===== config.mk =====
export PLATFORM = sky130hd
export DESIGN_NAME = mult_seq_ctrl
export DESIGN_NICKNAME = d
export VERILOG_FILES = /design/src/rtl/mult_seq_ctrl.sv
export SDC_FILE = /design/constraint.sdc
export NUM_CORES = 1
export LEC_CHECK = 0
export ABC_AREA = 1
export BUFFER_PORTS_ARGS = -buffer_cell sky130_fd_sc_hd__buf_2
export CAP_MARGIN = 40
export CORE_MARGIN = 5
export CORE_UTILIZATION = 40
export CTS_CLUSTER_SIZE = 30
export DETAILED_ROUTE_END_ITERATION = 16
export SETUP_SLACK_MARGIN = 0.02
export SLEW_MARGIN = 10
export SYNTH_ARGS = -nofsm -noshare
export SYNTH_HDL_FRONTEND = slang
export SYNTH_SLANG_ARGS = --single-unit

===== constraint.sdc =====
create_clock -name clk -period 1.7 [get_ports clk]
set_clock_uncertainty 0.15 [all_clocks]
set_input_delay 0.085 -clock clk [delete_from_list [all_inputs] [get_ports clk]]
set_output_delay 0.085 -clock clk [all_outputs]
set_load 0.1 [all_outputs]

===== src/rtl/mult_seq_ctrl.sv =====
// Shift-add multiplier driving an external bit counter; done pulses 11+popcount(b) cycles after start.
// Backpressure: start is only taken while ready (IDLE); define MULT_TIMEOUT_EN for the err watchdog.
module mult_seq_ctrl #(
    parameter int WIDTH = 4,
    parameter int CNT_W = 3
) (
    input  logic               clk,
    input  logic               reset,
    input  logic               start,
    input  logic [WIDTH-1:0]   a,
    input  logic [WIDTH-1:0]   b,
    output logic               ready,
    output logic               done,
    output logic [2*WIDTH-1:0] product,
    output logic               CNT_RESET,
    output logic               CNT_DECREMENT,
    input  logic [CNT_W-1:0]   count
`ifdef MULT_TIMEOUT_EN
    ,
    output logic               err
`endif
);

    localparam logic [2:0] S_IDLE  = 3'd0;
    localparam logic [2:0] S_LOAD  = 3'd1;
    localparam logic [2:0] S_TEST  = 3'd2;
    localparam logic [2:0] S_ADD   = 3'd3;
    localparam logic [2:0] S_SHIFT = 3'd4;
    localparam logic [2:0] S_DONE  = 3'd5;

    logic [2:0]         state_q, state_d;
    logic [WIDTH-1:0]   m_q, m_d;
    logic [WIDTH-1:0]   acc_q, acc_d;
    logic [WIDTH-1:0]   q_q, q_d;
    logic               c_q, c_d;
    logic [2*WIDTH-1:0] product_q, product_d;

`ifdef MULT_TIMEOUT_EN
    localparam int WD_LIMIT = 4 * WIDTH + 4;
    localparam int WD_W     = $clog2(WD_LIMIT + 1);
    logic [WD_W-1:0] wdog_q, wdog_d;
    logic            err_q, err_d;
`endif

    always_comb begin
        state_d   = state_q;
        m_d       = m_q;
        acc_d     = acc_q;
        q_d       = q_q;
        c_d       = c_q;
        product_d = product_q;
`ifdef MULT_TIMEOUT_EN
        err_d     = err_q;
        wdog_d    = (state_q == S_IDLE) ? '0 : wdog_q + 1'b1;
`endif
        case (state_q)
            S_IDLE: begin
                if (start) begin
                    m_d     = a;
                    q_d     = b;
                    acc_d   = '0;
                    c_d     = 1'b0;
                    state_d = S_LOAD;
`ifdef MULT_TIMEOUT_EN
                    err_d   = 1'b0;
`endif
                end
            end
            S_LOAD: state_d = S_TEST;
            S_TEST: begin
                // Capturing here makes product valid in the same cycle done is high.
                if (count == '0) begin
                    product_d = {acc_q, q_q};
                    state_d   = S_DONE;
                end else if (q_q[0]) begin
                    state_d = S_ADD;
                end else begin
                    state_d = S_SHIFT;
                end
            end
            S_ADD: begin
                {c_d, acc_d} = {1'b0, acc_q} + {1'b0, m_q};
                state_d      = S_SHIFT;
            end
            S_SHIFT: begin
                q_d     = {acc_q[0], q_q[WIDTH-1:1]};
                acc_d   = {c_q, acc_q[WIDTH-1:1]};
                c_d     = 1'b0;
                state_d = S_TEST;
            end
            S_DONE:  state_d = S_IDLE;
            default: state_d = S_IDLE;
        endcase
`ifdef MULT_TIMEOUT_EN
        // Abort overrides whatever the FSM chose, including a late capture.
        if (state_q != S_IDLE && state_q != S_DONE && wdog_q == WD_W'(WD_LIMIT - 1)) begin
            state_d   = S_IDLE;
            product_d = product_q;
            err_d     = 1'b1;
        end
`endif
    end

    always_ff @(posedge clk) begin
        if (reset) begin
            state_q   <= S_IDLE;
            m_q       <= '0;
            acc_q     <= '0;
            q_q       <= '0;
            c_q       <= 1'b0;
            product_q <= '0;
`ifdef MULT_TIMEOUT_EN
            wdog_q    <= '0;
            err_q     <= 1'b0;
`endif
        end else begin
            state_q   <= state_d;
            m_q       <= m_d;
            acc_q     <= acc_d;
            q_q       <= q_d;
            c_q       <= c_d;
            product_q <= product_d;
`ifdef MULT_TIMEOUT_EN
            wdog_q    <= wdog_d;
            err_q     <= err_d;
`endif
        end
    end

    assign ready         = (state_q == S_IDLE);
    assign done          = (state_q == S_DONE);
    assign CNT_RESET     = (state_q == S_LOAD);
    assign CNT_DECREMENT = (state_q == S_SHIFT);
    assign product       = product_q;
`ifdef MULT_TIMEOUT_EN
    assign err           = err_q;
`endif

endmodule


Word-level counts from Yosys, hierarchy flattened
Cells that the tools add are included.
{"block": "classes", "n_addsub": 1, "eq_ne": 6, "mux": 10, "reduce_logical": 9}
{"operator": "3-bit one-hot mux with 4 select lines", "n": 1}
{"operator": "4-bit one-hot mux with 3 select lines", "n": 1}
{"operator": "3-bit 2-to-1 mux", "n": 3}
{"operator": "4-bit 2-to-1 mux", "n": 2}
{"operator": "4-bit one-hot mux with 2 select lines", "n": 1}
{"operator": "2-bit AND reduction", "n": 4}
{"operator": "3-bit by 2-bit == test with 1-bit output (second input constant)", "n": 2}
{"operator": "3-bit == test (second input constant)", "n": 2}
{"operator": "3-bit logical NOT", "n": 2}
{"operator": "4-bit by 4-bit adder with 5-bit output", "n": 1}
{"operator": "3-bit by 1-bit == test with 1-bit output (second input constant)", "n": 1}
{"operator": "1-bit one-hot mux with 3 select lines", "n": 1}
{"operator": "3-bit nonzero test", "n": 1}
{"operator": "2-bit != test (second input constant)", "n": 1}
{"operator": "2-bit nonzero test", "n": 1}
{"operator": "2-bit OR reduction", "n": 1}
{"operator": "1-bit 2-to-1 mux", "n": 1}
{"block": "word_totals", "regBits": 24, "input_bits": 14, "output_inout_bits": 12, "wordCells": 32}

Depth between registers and ports, before layout
Gate-level depths: netlist of run 1.
{"block": "logic_depth", "depth_word": 3, "mapped_depth": 7, "depth_no_buf": 7}

Least setup slack after synthesis of run 1
Ideal clock, no wire load.
{"block": "synth_path", "path_kind": "reg2reg", "start": "register state_q[1]", "end": "register m_q[0]", "setup_time_ns": 0.132, "t_arrival_ns": 2.335, "required_time_ns": 1.418, "slack_ns": -0.918, "path_stages_with_launch": 7, "n_path_buf": 0, "synth_period_minus_slack_ns": 2.618, "cell_sequence": "dfxtp_1 -> inv_1 -> nand2_1 -> nor2_1 -> nand2_1 -> nand2_1 -> a21oi_1"}
{"block": "synth_between", "elab_chain_len": 2}
{"element": "from (decl)", "line_no": "31", "text": "logic [2:0] state_q, state_d;"}
{"element": "from (signal assigned)", "line_no": "117", "text": "state_q <= state_d;"}
{"element": "3-bit logical NOT"}
{"element": "net ready", "line_no": "12", "text": "output logic ready,"}
{"element": "2-bit AND reduction (no source line)"}
{"element": "to (signal assigned)", "line_no": "118", "text": "m_q <= m_d;"}
{"element": "to (decl)", "line_no": "32", "text": "logic [WIDTH-1:0] m_q, m_d;"}
The timed path passes the listed nets, and every way through them passes these cells.
A chain may end at the register's enable or synchronous reset.

Worst setup path after layout of run 1
{"block": "layout_path", "start": "register state_q[1]", "end": "output port ready"}
{"block": "layout_between", "elab_chain_len": 1}
{"element": "3-bit logical NOT", "line_no": "130", "text": "assign ready = (state_q == S_IDLE);"}
{"element": "to (decl)", "line_no": "12"}
Every way passes these cells.

==> results_tabular.tex, run 1 <==
\begin{tabular}{lr}
\hline
Metric & Value \\
\hline
\multicolumn{2}{l}{\textbf{Critical path}} \\
\quad Worst Path Required & 1.46 ns \\
\quad Crit-path max FO & 7 \\
\quad Path type of the worst setup path & register to output pin \\
\quad Slowest stage delay, CP & slightly above 0.4 ns \\
\quad Critical path cell sequence & inv\_1 > nand2\_1 > nor2\_4 > buf\_12 \\
\quad Slowest cell on the critical path & dfxtp\_1 \\
\quad CP Launch Type & register \\
\quad Critical Path AT & 1.38 ns \\
\quad Capturing element type of the critical path & output pin \\
\multicolumn{2}{l}{\textbf{Floorplanning}} \\
\quad Overall die height & 63.7 µm \\
\quad Area of the placeable core & 2760 µm² \\
\quad Core Rows & 19 \\
\quad Die outline width & 63.7 µm \\
\quad DIE AREA & 4050 µm² \\
\quad IO Pins & 26 \\
\quad Effective utilization at floorplan & 0.418 \\
\multicolumn{2}{l}{\textbf{Final layout}} \\
\quad Syn-to-layout area delta & 35.1\% \\
\quad Most common cell after layout, fill and taps aside & nand2\_1 \\
\quad Highest-count cells in the layout ignoring fill and taps & nand2\_1, dfxtp\_1, a21oi\_1, buf\_2, inv\_1 \\
\quad Layout cell share with drive strength beyond 1 & 0.237 \\
\quad Final Net Count & 214 \\
\quad Antenna diode count & 0 \\
\quad \# fillers & approximately 260 \\
\multicolumn{2}{l}{\textbf{Synthesis}} \\
\quad Post-synthesis average cell area & 7.43 µm² \\
\quad Number of cells produced by synthesis & 155 \\
\quad Flip-flop and latch count after synthesis & 24 \\
\quad Synth area leader & dfxtp\_1 \\
\quad Warnings from Yosys & 0 \\
\quad Number of nets produced by synthesis & 174 \\
\quad Yosys top cell area share & 0.417 \\
\quad Fraction of the yosys area taken by sequential cells & 0.417 \\
\quad Biggest area contributors in the synthesized netlist & dfxtp\_1, a21oi\_1, nand2\_1 \\
\quad Netlist area before placement & 1150 µm² \\
\quad Number of different library cells in the post-synthesis netlist & 23 \\
\multicolumn{2}{l}{\textbf{Drt}} \\
\quad Total number of vias & 1,112 \\
\quad Average via count per standard cell & roughly 4.9 \\
\quad Wire per inst & between 10 and 15 µm \\
\quad DRC violations left & 0 \\
\quad Length of the first detailed-routing pass in iterations & 4 \\
\quad Total length of routed wires & 2.69 mm \\
\quad DRC violation total after the first TritonRoute iteration & 29 \\
\quad Routed Antenna Nets & 0 \\
\multicolumn{2}{l}{\textbf{Power}} \\
\quad Overall power consumption & 1880 µW \\
\quad Power per standard cell area & about 1200 nW/µm² \\
\quad Maximum VDD drop & 0.000932 V \\
\quad Leakage power summed over all cells & between 0.0006 and 0.0007 µW \\
\multicolumn{2}{l}{\textbf{Clock tree}} \\
\quad Library cell used as clock root buffer & clkbuf\_4 \\
\quad Worst-path clk slew & 0.13 ns \\
\quad Number of buffers created by CTS & 3 \\
\quad Count of H-tree levels built during CTS & 1 \\
\quad Longest Clk Path Bufs & 2 \\
\quad CTS sink cnt & 24 \\
\quad Latest clock arrival within the worst-skew pair & 0.32 ns \\
\quad Clock tree from TritonCTS & built \\
\multicolumn{2}{l}{\textbf{Placed design}} \\
\quad Post-DP HPWL & 1.96 mm \\
\quad IO Port Bufs & 25 \\
\quad RD Place Congestion & 0.820 \\
\multicolumn{2}{l}{\textbf{Global routing}} \\
\quad GRT Total Usage & 0.137 \\
\quad Residual overflow from global routing & 0 \\
\quad Global-route wire length before repair & 4.57 mm \\
\quad Number of antenna violations at the first check in global routing & 0 \\
\quad Maximum number of pins on one net before global-route repair & 16 \\
\quad Number of global-route vias before repair & 1,028 \\
\multicolumn{2}{l}{\textbf{STA}} \\
\quad Hold violation count in the final report & 0 \\
\quad Fmax & approximately 620 MHz \\
\quad Max-slew violation total from the final report & 0 \\
\quad Total of endpoints with negative setup slack in the final report & 0 \\
\quad Tightest slew margin relative to the limit & 0.627 \\
\quad Transition time at the pin with the least slew margin & between 0.5 and 0.6 ns \\
\quad TNS Setup & 0 ns \\
\quad RSZ-0062 raised after global routing & no \\
\quad Final worst path period need & between 1.5 and 2 ns \\
\quad Tcrit/Tclk final & 0.948 \\
\multicolumn{2}{l}{\textbf{Outcome}} \\
\quad Status & complete, no violations \\
\multicolumn{2}{l}{\textbf{Flow run}} \\
\quad Count of maximum capacitance violations & 0 \\
\multicolumn{2}{l}{\textbf{Worst hold path}} \\
\quad Class of the most critical hold timing path & input port to register \\
\hline
\end{tabular}
[path summary, 6_finish.rpt]
| check | from | endpoint | slack (ns) | depth (start not counted) |
|---|---|---|---|---|
| worst max-delay path | state_q[1] | ready | 0.09 | 4 |
| worst min-delay path | count[0] | product[5] | 0.07 | 5 |
| worst max register to register | acc_q[0] | c_q | 0.10 | 6 |
| worst min register to register | c_q | c_q | 0.33 | 2 |
[worst max-delay path, delay by kind of cell, from the launching register on]
| family | cells | cell delay [ns] |
|---|---|---|
| buf+inv | 2 | 0.28 |
| flops | 1 | 0.41 |
| simple gates | 2 | 0.36 |
[power by group]
group | leakage, µW | total (µW) | switching, µW | internal, µW
clock | 0.0000279 | 415 | 176 | 239
sequential | 0.000197 | 693 | 60.3 | 632
combinational | 0.000475 | 769 | 495 | 274
total | 0.000699 | 1880 | 732 | 1150
[state kept, by name, indices dropped and copies added (netlist names)]
signal,cells
q_q,4
product,8
m_q,4
state_q,3
c_q,1
acc_q,4
[timing repair]
item                       4_1_cts  5_1_grt
setup buffers                    0        2
setup endpoints to repair        0        3
hold buffers                    10        0
hold endpoints to repair        14        0
resized for setup                0        2
[per-layer routing]
| metal | global-route usage | wire length, µm |
|---|---|---|
| met1 | 0.166 | 1150 |
| met2 | 0.239 | 1360 |
| met3 | 0.0355 | 167 |
| met4 | 0.0312 | 17 |
| met5 | 0 | 0 |
[cell usage after synthesis]
cell type   n
nand2_1    27
dfxtp_1    24
a21oi_1    21
inv_1      17
nor2_1     16
nand3_1    12
o21ai_0    12
ha_1        4
o21a_1      4
a21oi_2     2
nand2_2     2
o21ai_1     2
o21ai_2     2
buf_6       1
clkbuf_1    1
fa_1        1
inv_2       1
nand3b_1    1
nand4_1     1
nor2_2      1
nor2_4      1
nor3_1      1
xnor2_1     1
[layout make-up]
type | count | area, µm² | area share
clock buffers | 3 | 22.5 | 0.0145
repair buffers | 37 | 300 | 0.193
well taps | 31 | 38.8 | 0.0249
multi-input cells | 111 | 614 | 0.395
flip-flops and latches | 24 | 483 | 0.310
clock inverters | 1 | 30.0 | 0.0193
inverters | 18 | 67.6 | 0.0434
[through the flow]
step / worst slack (ns) / hold slack (ns) / instance area [µm²] / instances / util
3_3_place_gp: 0.161 / 0.210 / 1390 / 209 / 0.503
6_report: 0.0886 / 0.0668 / 1560 / 225 / 0.564
5_1_grt: 0.00225 / 0.134 / 1560 / 225 / 0.564
4_1_cts: 0.0586 / 0.0667 / 1540 / 223 / 0.558
3_5_place_dp: 0.119 / 0.213 / 1390 / 209 / 0.503
2_1_floorplan: -0.00698 / 0.0896 / 1180 / 155 / -
[cell families (layout without fill, tap and decap cells)]
kind of cell	after synthesis	in the layout	synth area share
XOR/XNOR	1	1	0.00760
AO/OA/AOI/OAI	43	43	0.208
AND/OR/NAND/NOR	62	62	0.235
buffers and inverters	20	59	0.0717
flip-flops	24	24	0.417
adder cells (fa/ha/maj)	5	5	0.0608
Power figures use the tool's default switching activity.
==> run 2: changes to the inputs <==
--- a/config.mk
+++ b/config.mk
@@ -12,6 +12,7 @@
 export CORE_UTILIZATION = 40
 export CTS_CLUSTER_SIZE = 30
 export DETAILED_ROUTE_END_ITERATION = 16
+export PLACE_DENSITY = 0.72
 export SETUP_SLACK_MARGIN = 0.02
 export SLEW_MARGIN = 10
 export SYNTH_ARGS = -nofsm -noshare
==> run 2 against run 1 <==
  * Final area shrank 0.72%
  * First-iteration DRC count grew 24%
  * Hold slack improved by 0.026 ns
  * Clock-buffer cell count is the same
  * Largest cell class unchanged
  * Largest power group unchanged
==> results_tabular.tex, run 2 (synthesis results as in run 1) <==
\begin{tabular}{lr}
\hline
Metric & Value \\
\hline
\multicolumn{2}{l}{\textbf{Placed design}} \\
\quad Placed cell count & 209 \\
\quad Post-DP HPWL & about 2 mm \\
\quad RD Place Congestion & 0.772 \\
\quad IO Port Bufs & 25 \\
\multicolumn{2}{l}{\textbf{Final layout}} \\
\quad Highest-count cells in the layout ignoring fill and taps & nand2\_1, a21oi\_1, dfxtp\_1, buf\_2, inv\_1 \\
\quad Final cell utilization of the core & 0.560 \\
\quad Antenna diode count & 0 \\
\quad \# fillers & 262 \\
\quad Syn-to-layout area delta & 34.1\% \\
\quad Number of flip-flops under the largest register name & 8 \\
\quad Final Non-Filler Cells & 223 \\
\quad Sequential cell area & roughly 480 µm² \\
\quad Area of the multi-input gates & $\sim$600 µm² \\
\quad Most common cell after layout, fill and taps aside & nand2\_1 \\
\quad Final Net Count & 212 \\
\quad Layout cell share with drive strength beyond 1 & 0.240 \\
\multicolumn{2}{l}{\textbf{Drt}} \\
\quad Met3 WL & 138 µm \\
\quad Length of the first detailed-routing pass in iterations & 5 \\
\quad Routed Antenna Nets & 0 \\
\quad Total number of vias & about 1,100 \\
\quad Average via count per standard cell & 5.13 \\
\quad Routed wire length on met2 & 1.35 mm \\
\quad DRC violations left & 0 \\
\quad DRC violation total after the first TritonRoute iteration & 36 \\
\quad Routed length on met1 & 1.19 mm \\
\quad Total length of routed wires & 2.73 mm \\
\quad Max layer used & met4 \\
\quad Wire per inst & about 12 µm \\
\multicolumn{2}{l}{\textbf{Critical path}} \\
\quad Slowest cell on the critical path & fa\_1 \\
\quad Path type of the worst setup path & register to register \\
\quad CP Launch Type & register \\
\quad Critical path cell sequence & ha\_2 > fa\_1 > nand4\_1 > o21ai\_0 > a21oi\_1 > nor2\_1 \\
\quad CP bufs+invs & 0 \\
\quad Top Family by Delay on Critical Path & adder cells \\
\quad Slowest stage delay, CP & 0.42 ns \\
\quad Worst Path Required & 1.77 ns \\
\quad Crit-path max FO & 2 \\
\quad Critical Path AT & 1.66 ns \\
\quad Capturing element type of the critical path & register \\
\multicolumn{2}{l}{\textbf{Power}} \\
\quad Leakage power summed over all cells & 0.000688 µW \\
\quad Seq pwr share & 0.373 \\
\quad Maximum VDD drop & around 0.0007 V \\
\quad Switching power & approximately 730 µW \\
\quad Internal power & 1120 µW \\
\quad Clock group share of total power & 0.225 \\
\quad Switching part of the total & 0.395 \\
\quad Combinational power share & 0.402 \\
\quad Power per standard cell area & approximately 1200 nW/µm² \\
\multicolumn{2}{l}{\textbf{Clock tree}} \\
\quad Number of buffers created by CTS & 3 \\
\quad Longest Clk Path Bufs & 2 \\
\quad Clock tree from TritonCTS & built \\
\quad Worst-path clk slew & about 0.14 ns \\
\quad Library cell used as clock root buffer & clkbuf\_4 \\
\quad CTS sink cnt & 24 \\
\quad Count of H-tree levels built during CTS & 1 \\
\quad Latest clock arrival within the worst-skew pair & 0.31 ns \\
\multicolumn{2}{l}{\textbf{Floorplanning}} \\
\quad Core Rows & 19 \\
\quad Effective utilization at floorplan & 0.418 \\
\quad DIE AREA & 4050 µm² \\
\quad Area of the placeable core & 2760 µm² \\
\quad IO Pins & 26 \\
\quad Die outline width & 63.7 µm \\
\quad Overall die height & 63.7 µm \\
\multicolumn{2}{l}{\textbf{Global routing}} \\
\quad Number of global-route vias before repair & 1,046 \\
\quad Global-route wire length before repair & 4.45 mm \\
\quad Maximum number of pins on one net before global-route repair & 16 \\
\quad Number of antenna violations at the first check in global routing & 0 \\
\quad GRT Total Usage & 0.136 \\
\quad Residual overflow from global routing & 0 \\
\multicolumn{2}{l}{\textbf{STA}} \\
\quad Total of endpoints with negative setup slack in the final report & 0 \\
\quad Final worst path period need & 1.60 ns \\
\quad Max-slew violation total from the final report & 0 \\
\quad Hold Worst Slack & 0.0928 ns \\
\quad Transition time at the pin with the least slew margin & 0.524 ns \\
\quad Tcrit/Tclk final & 0.939 \\
\quad Hold violation count in the final report & 0 \\
\quad Tightest slew margin relative to the limit & 0.648 \\
\quad Fmax & 627 MHz \\
\quad RSZ-0062 raised after global routing & yes \\
\multicolumn{2}{l}{\textbf{Outcome}} \\
\quad Status & complete, no violations \\
\multicolumn{2}{l}{\textbf{Flow run}} \\
\quad Count of maximum capacitance violations & 0 \\
\multicolumn{2}{l}{\textbf{Worst hold path}} \\
\quad Class of the most critical hold timing path & input port to register \\
\hline
\end{tabular}
[run 2: metrics by stage]
step	instance area (µm²)	power (µW)	worst slack, ns	TNS, ns
after detailed placement	1390	1420	0.0982	0
after global placement	1390	1400	0.172	0
after global routing	1550	1940	0.0162	0
final	1550	1850	0.105	0
after CTS	1540	1850	0.0382	0
after floorplan	1180	1220	-0.00698	-0.0279
[run 2: path summary, 6_finish.rpt]
check	depth (start not counted)	startpoint	slack (ns)	to
max	6	m_q[0]	0.10	acc_q[1]
max reg2reg	6	m_q[0]	0.10	acc_q[1]
min reg2reg	2	q_q[2]	0.34	product[2]
min	5	count[1]	0.09	product[5]
[run 2: tightest hold or removal path, delay by kind of cell]
kind,cells,cell delay (ns)
and+or+nand+nor,4,0.37
buffers and inverters,1,0.07
[run 2: power groups by stage]
stage,registers [µW],logic [µW],clock network (µW)
2_1_floorplan,727,497,0
3_3_place_gp,699,705,0
3_5_place_dp,700,722,0
4_1_cts,686,741,418
5_1_grt,698,805,437
6_report,690,743,415
[run 2: final cells by class]
| class | count | share of cell area |
|---|---|---|
| flip-flops and latches | 24 | 0.313 |
| clock inverters | 1 | 0.0194 |
| clock buffers | 3 | 0.0146 |
| well taps | 31 | 0.0251 |
| multi-input cells | 111 | 0.399 |
| inverters | 18 | 0.0437 |
| repair buffers | 35 | 0.185 |
[run 2: timing repair]
item	CTS	global route
endpoints found under the hold margin	14	0
setup endpoints to repair	0	6
setup buffers	0	0
hold buffers	10	0
resized for setup	0	4
[run 2: layer usage]
layer	GRT usage	vias up
met5	0	-
met4	0.0623	0
met3	0.0337	6
met2	0.234	29
met1	0.157	521
li1	-	588
==> run 3: changes to the inputs <==
--- a/config.mk
+++ b/config.mk
@@ -9,10 +9,10 @@
 export BUFFER_PORTS_ARGS = -buffer_cell sky130_fd_sc_hd__buf_2
 export CAP_MARGIN = 40
 export CORE_MARGIN = 5
-export CORE_UTILIZATION = 40
+export CORE_UTILIZATION = 50
 export CTS_CLUSTER_SIZE = 30
 export DETAILED_ROUTE_END_ITERATION = 16
-export PLACE_DENSITY = 0.72
+export PLACE_DENSITY = 0.85
 export SETUP_SLACK_MARGIN = 0.02
 export SLEW_MARGIN = 10
 export SYNTH_ARGS = -nofsm -noshare
==> run 3 against run 2 <==
  * Via count hardly changed
  * Largest power group unchanged
  * Global-route usage rose by 3.0 points
  * Critical path depth did not move
  * Final area shrank 0.40%
  * Clock-buffer cell count is the same
  * Sequential share of layout area is 0.21 points higher
  * Flip-flop and latch count is the same
  * Clock power decreased by 1%
  * Die area down 17%
  * Register-to-register slack hardly changed
  * Sequential power increased by 0.6%
==> results_tabular.tex, run 3 (synthesis results as in run 1) <==
\begin{tabular}{lr}
\hline
Metric & Value \\
\hline
\multicolumn{2}{l}{\textbf{STA}} \\
\quad Hold violation count in the final report & 0 \\
\quad Tightest slew margin relative to the limit & 0.614 \\
\quad Final critical-path setup slack & 0.102 ns \\
\quad Transition time at the pin with the least slew margin & $\sim$0.58 ns \\
\quad Total of endpoints with negative setup slack in the final report & 0 \\
\quad Tcrit/Tclk final & 0.940 \\
\quad TNS Setup & 0 ns \\
\quad Fmax & 626 MHz \\
\quad Max-slew violation total from the final report & 0 \\
\quad Hold Worst Slack & 0.0726 ns \\
\quad RSZ-0062 raised after global routing & no \\
\quad Final worst path period need & 1.60 ns \\
\multicolumn{2}{l}{\textbf{Final layout}} \\
\quad Number of flip-flops under the largest register name & 8 \\
\quad Most common cell after layout, fill and taps aside & nand2\_1 \\
\quad Post-route standard cell area excluding fillers & $\sim$1500 µm² \\
\quad Layout cell share with drive strength beyond 1 & 0.244 \\
\quad Final Net Count & 213 \\
\quad Antenna diode count & 0 \\
\quad Syn-to-layout area delta & 33.6\% \\
\quad Highest-count cells in the layout ignoring fill and taps & nand2\_1, a21oi\_1, buf\_2 \\
\multicolumn{2}{l}{\textbf{Worst hold path}} \\
\quad Worst Hold End & product[5] \\
\quad Class of the most critical hold timing path & input port to register \\
\quad Startpoint of the worst hold path & count[0] \\
\quad Min-Delay Path Depth & 5 \\
\multicolumn{2}{l}{\textbf{Floorplanning}} \\
\quad Area of the placeable core & 2210 µm² \\
\quad Overall die height & 58.0 µm \\
\quad Effective utilization at floorplan & 0.521 \\
\quad Die outline width & 58.0 µm \\
\quad DIE AREA & roughly 3400 µm² \\
\quad Core Rows & 17 \\
\quad IO Pins & 26 \\
\multicolumn{2}{l}{\textbf{Critical path}} \\
\quad Capturing element type of the critical path & register \\
\quad Worst Path Required & 1.77 ns \\
\quad CP Launch Type & register \\
\quad Path type of the worst setup path & register to register \\
\quad Startpoint of the lowest-slack register-to-register path & m\_q[0] \\
\quad Slowest cell on the critical path & fa\_1 \\
\quad R2r endpoint & acc\_q[1] \\
\quad Critical path cell sequence & ha\_1 > fa\_1 > nand4\_1 > o21ai\_1 > a21oi\_1 > nor2\_1 \\
\quad Crit-path max FO & 2 \\
\quad Critical Path AT & 1.67 ns \\
\quad Launching instance or port of the critical path & m\_q[0] \\
\quad Slowest stage delay, CP & approximately 0.42 ns \\
\quad Reg2Reg Setup Slack & between 0.1 and 0.15 ns \\
\quad FF-to-FF path depth & 6 \\
\multicolumn{2}{l}{\textbf{Global routing}} \\
\quad Number of global-route vias before repair & 1,059 \\
\quad GRT Total Usage & 0.167 \\
\quad Global-route wire length before repair & 4.42 mm \\
\quad Residual overflow from global routing & 0 \\
\quad Maximum number of pins on one net before global-route repair & 16 \\
\quad Number of antenna violations at the first check in global routing & 0 \\
\multicolumn{2}{l}{\textbf{Power}} \\
\quad Power per standard cell area & 1200 nW/µm² \\
\quad Leakage power summed over all cells & about 0.00069 µW \\
\quad Maximum VDD drop & 0.000981 V \\
\quad Overall power consumption & 1850 µW \\
\multicolumn{2}{l}{\textbf{Flow run}} \\
\quad Count of maximum capacitance violations & 0 \\
\multicolumn{2}{l}{\textbf{Clock tree}} \\
\quad Longest Clk Path Bufs & 2 \\
\quad Latest clock arrival within the worst-skew pair & 0.32 ns \\
\quad Number of buffers created by CTS & 3 \\
\quad Count of H-tree levels built during CTS & 1 \\
\quad Library cell used as clock root buffer & clkbuf\_4 \\
\quad CTS sink cnt & 24 \\
\quad Worst-path clk slew & $\sim$0.13 ns \\
\quad Clock tree from TritonCTS & built \\
\multicolumn{2}{l}{\textbf{Outcome}} \\
\quad Status & complete, no violations \\
\multicolumn{2}{l}{\textbf{Drt}} \\
\quad Routed Antenna Nets & 0 \\
\quad Total number of vias & roughly 1,100 \\
\quad DRC violation total after the first TritonRoute iteration & 39 \\
\quad Average via count per standard cell & $\sim$5.2 \\
\quad DRC violations left & 0 \\
\quad Wire per inst & roughly 12 µm \\
\quad Length of the first detailed-routing pass in iterations & 5 \\
\quad Total length of routed wires & 2.66 mm \\
\multicolumn{2}{l}{\textbf{Placed design}} \\
\quad Setup slack at placement & 0.0972 ns \\
\quad IO Port Bufs & 25 \\
\quad Standard cell area after detailed placement & 1370 µm² \\
\quad RD Place Congestion & slightly above 0.9 \\
\quad Post-DP HPWL & approximately 2 mm \\
\hline
\end{tabular}
[run 3: metrics by stage]
stage,util,std cells
2_1_floorplan,-,155
3_3_place_gp,0.618,206
3_5_place_dp,0.618,206
4_1_cts,0.688,220
5_1_grt,0.696,221
6_report,0.696,221
[run 3: critical path, delay by kind of cell, from the launching register on]
kind | cells | cell delay, ns
fa+ha+maj | 2 | 0.64
flops | 1 | 0.34
compound gates | 2 | 0.24
simple gates | 2 | 0.14
[run 3: power by group]
group          switching [µW]  internal, µW  total, µW
Combinational             497           249        746
Clock                     171           238        410
Sequential               61.4           633        694
[run 3: final cells by class]
cell class | instances | area (µm²)
clock inverters | 1 | 30.0
clock buffers | 3 | 22.5
flip-flops and latches | 24 | 485
repair buffers | 36 | 284
inverters | 18 | 67.6
well taps | 28 | 35.0
fillers | 178 | 673
multi-input cells | 111 | 614
[run 3: routing by layer]
layer  routed length, µm  share of wire  track usage  up-vias
met5                   0              0            0        -
met4                  34          0.013       0.0464        0
met3                 104          0.039       0.0267        8
met2                1390           0.52        0.306       25
met1                1130           0.43        0.198      523
li1                    -              -            -      589
[run 3: how the worst max path moves through the flow]
stage                               end  cells after the start
final                          acc_q[1]                      6
after global routing      CNT_DECREMENT                      4
after CTS                 CNT_DECREMENT                      3
after detailed placement       acc_q[1]                      6
after global placement         acc_q[1]                      6
after floorplan                  m_q[0]                      6
[run 3: timing repair]
action,CTS,global route
hold buffers,10,0
gates resized for setup,1,6
pin swaps,0,1
endpoints found under the hold margin,14,0
setup buffers,0,1
endpoints found under the setup margin,1,5
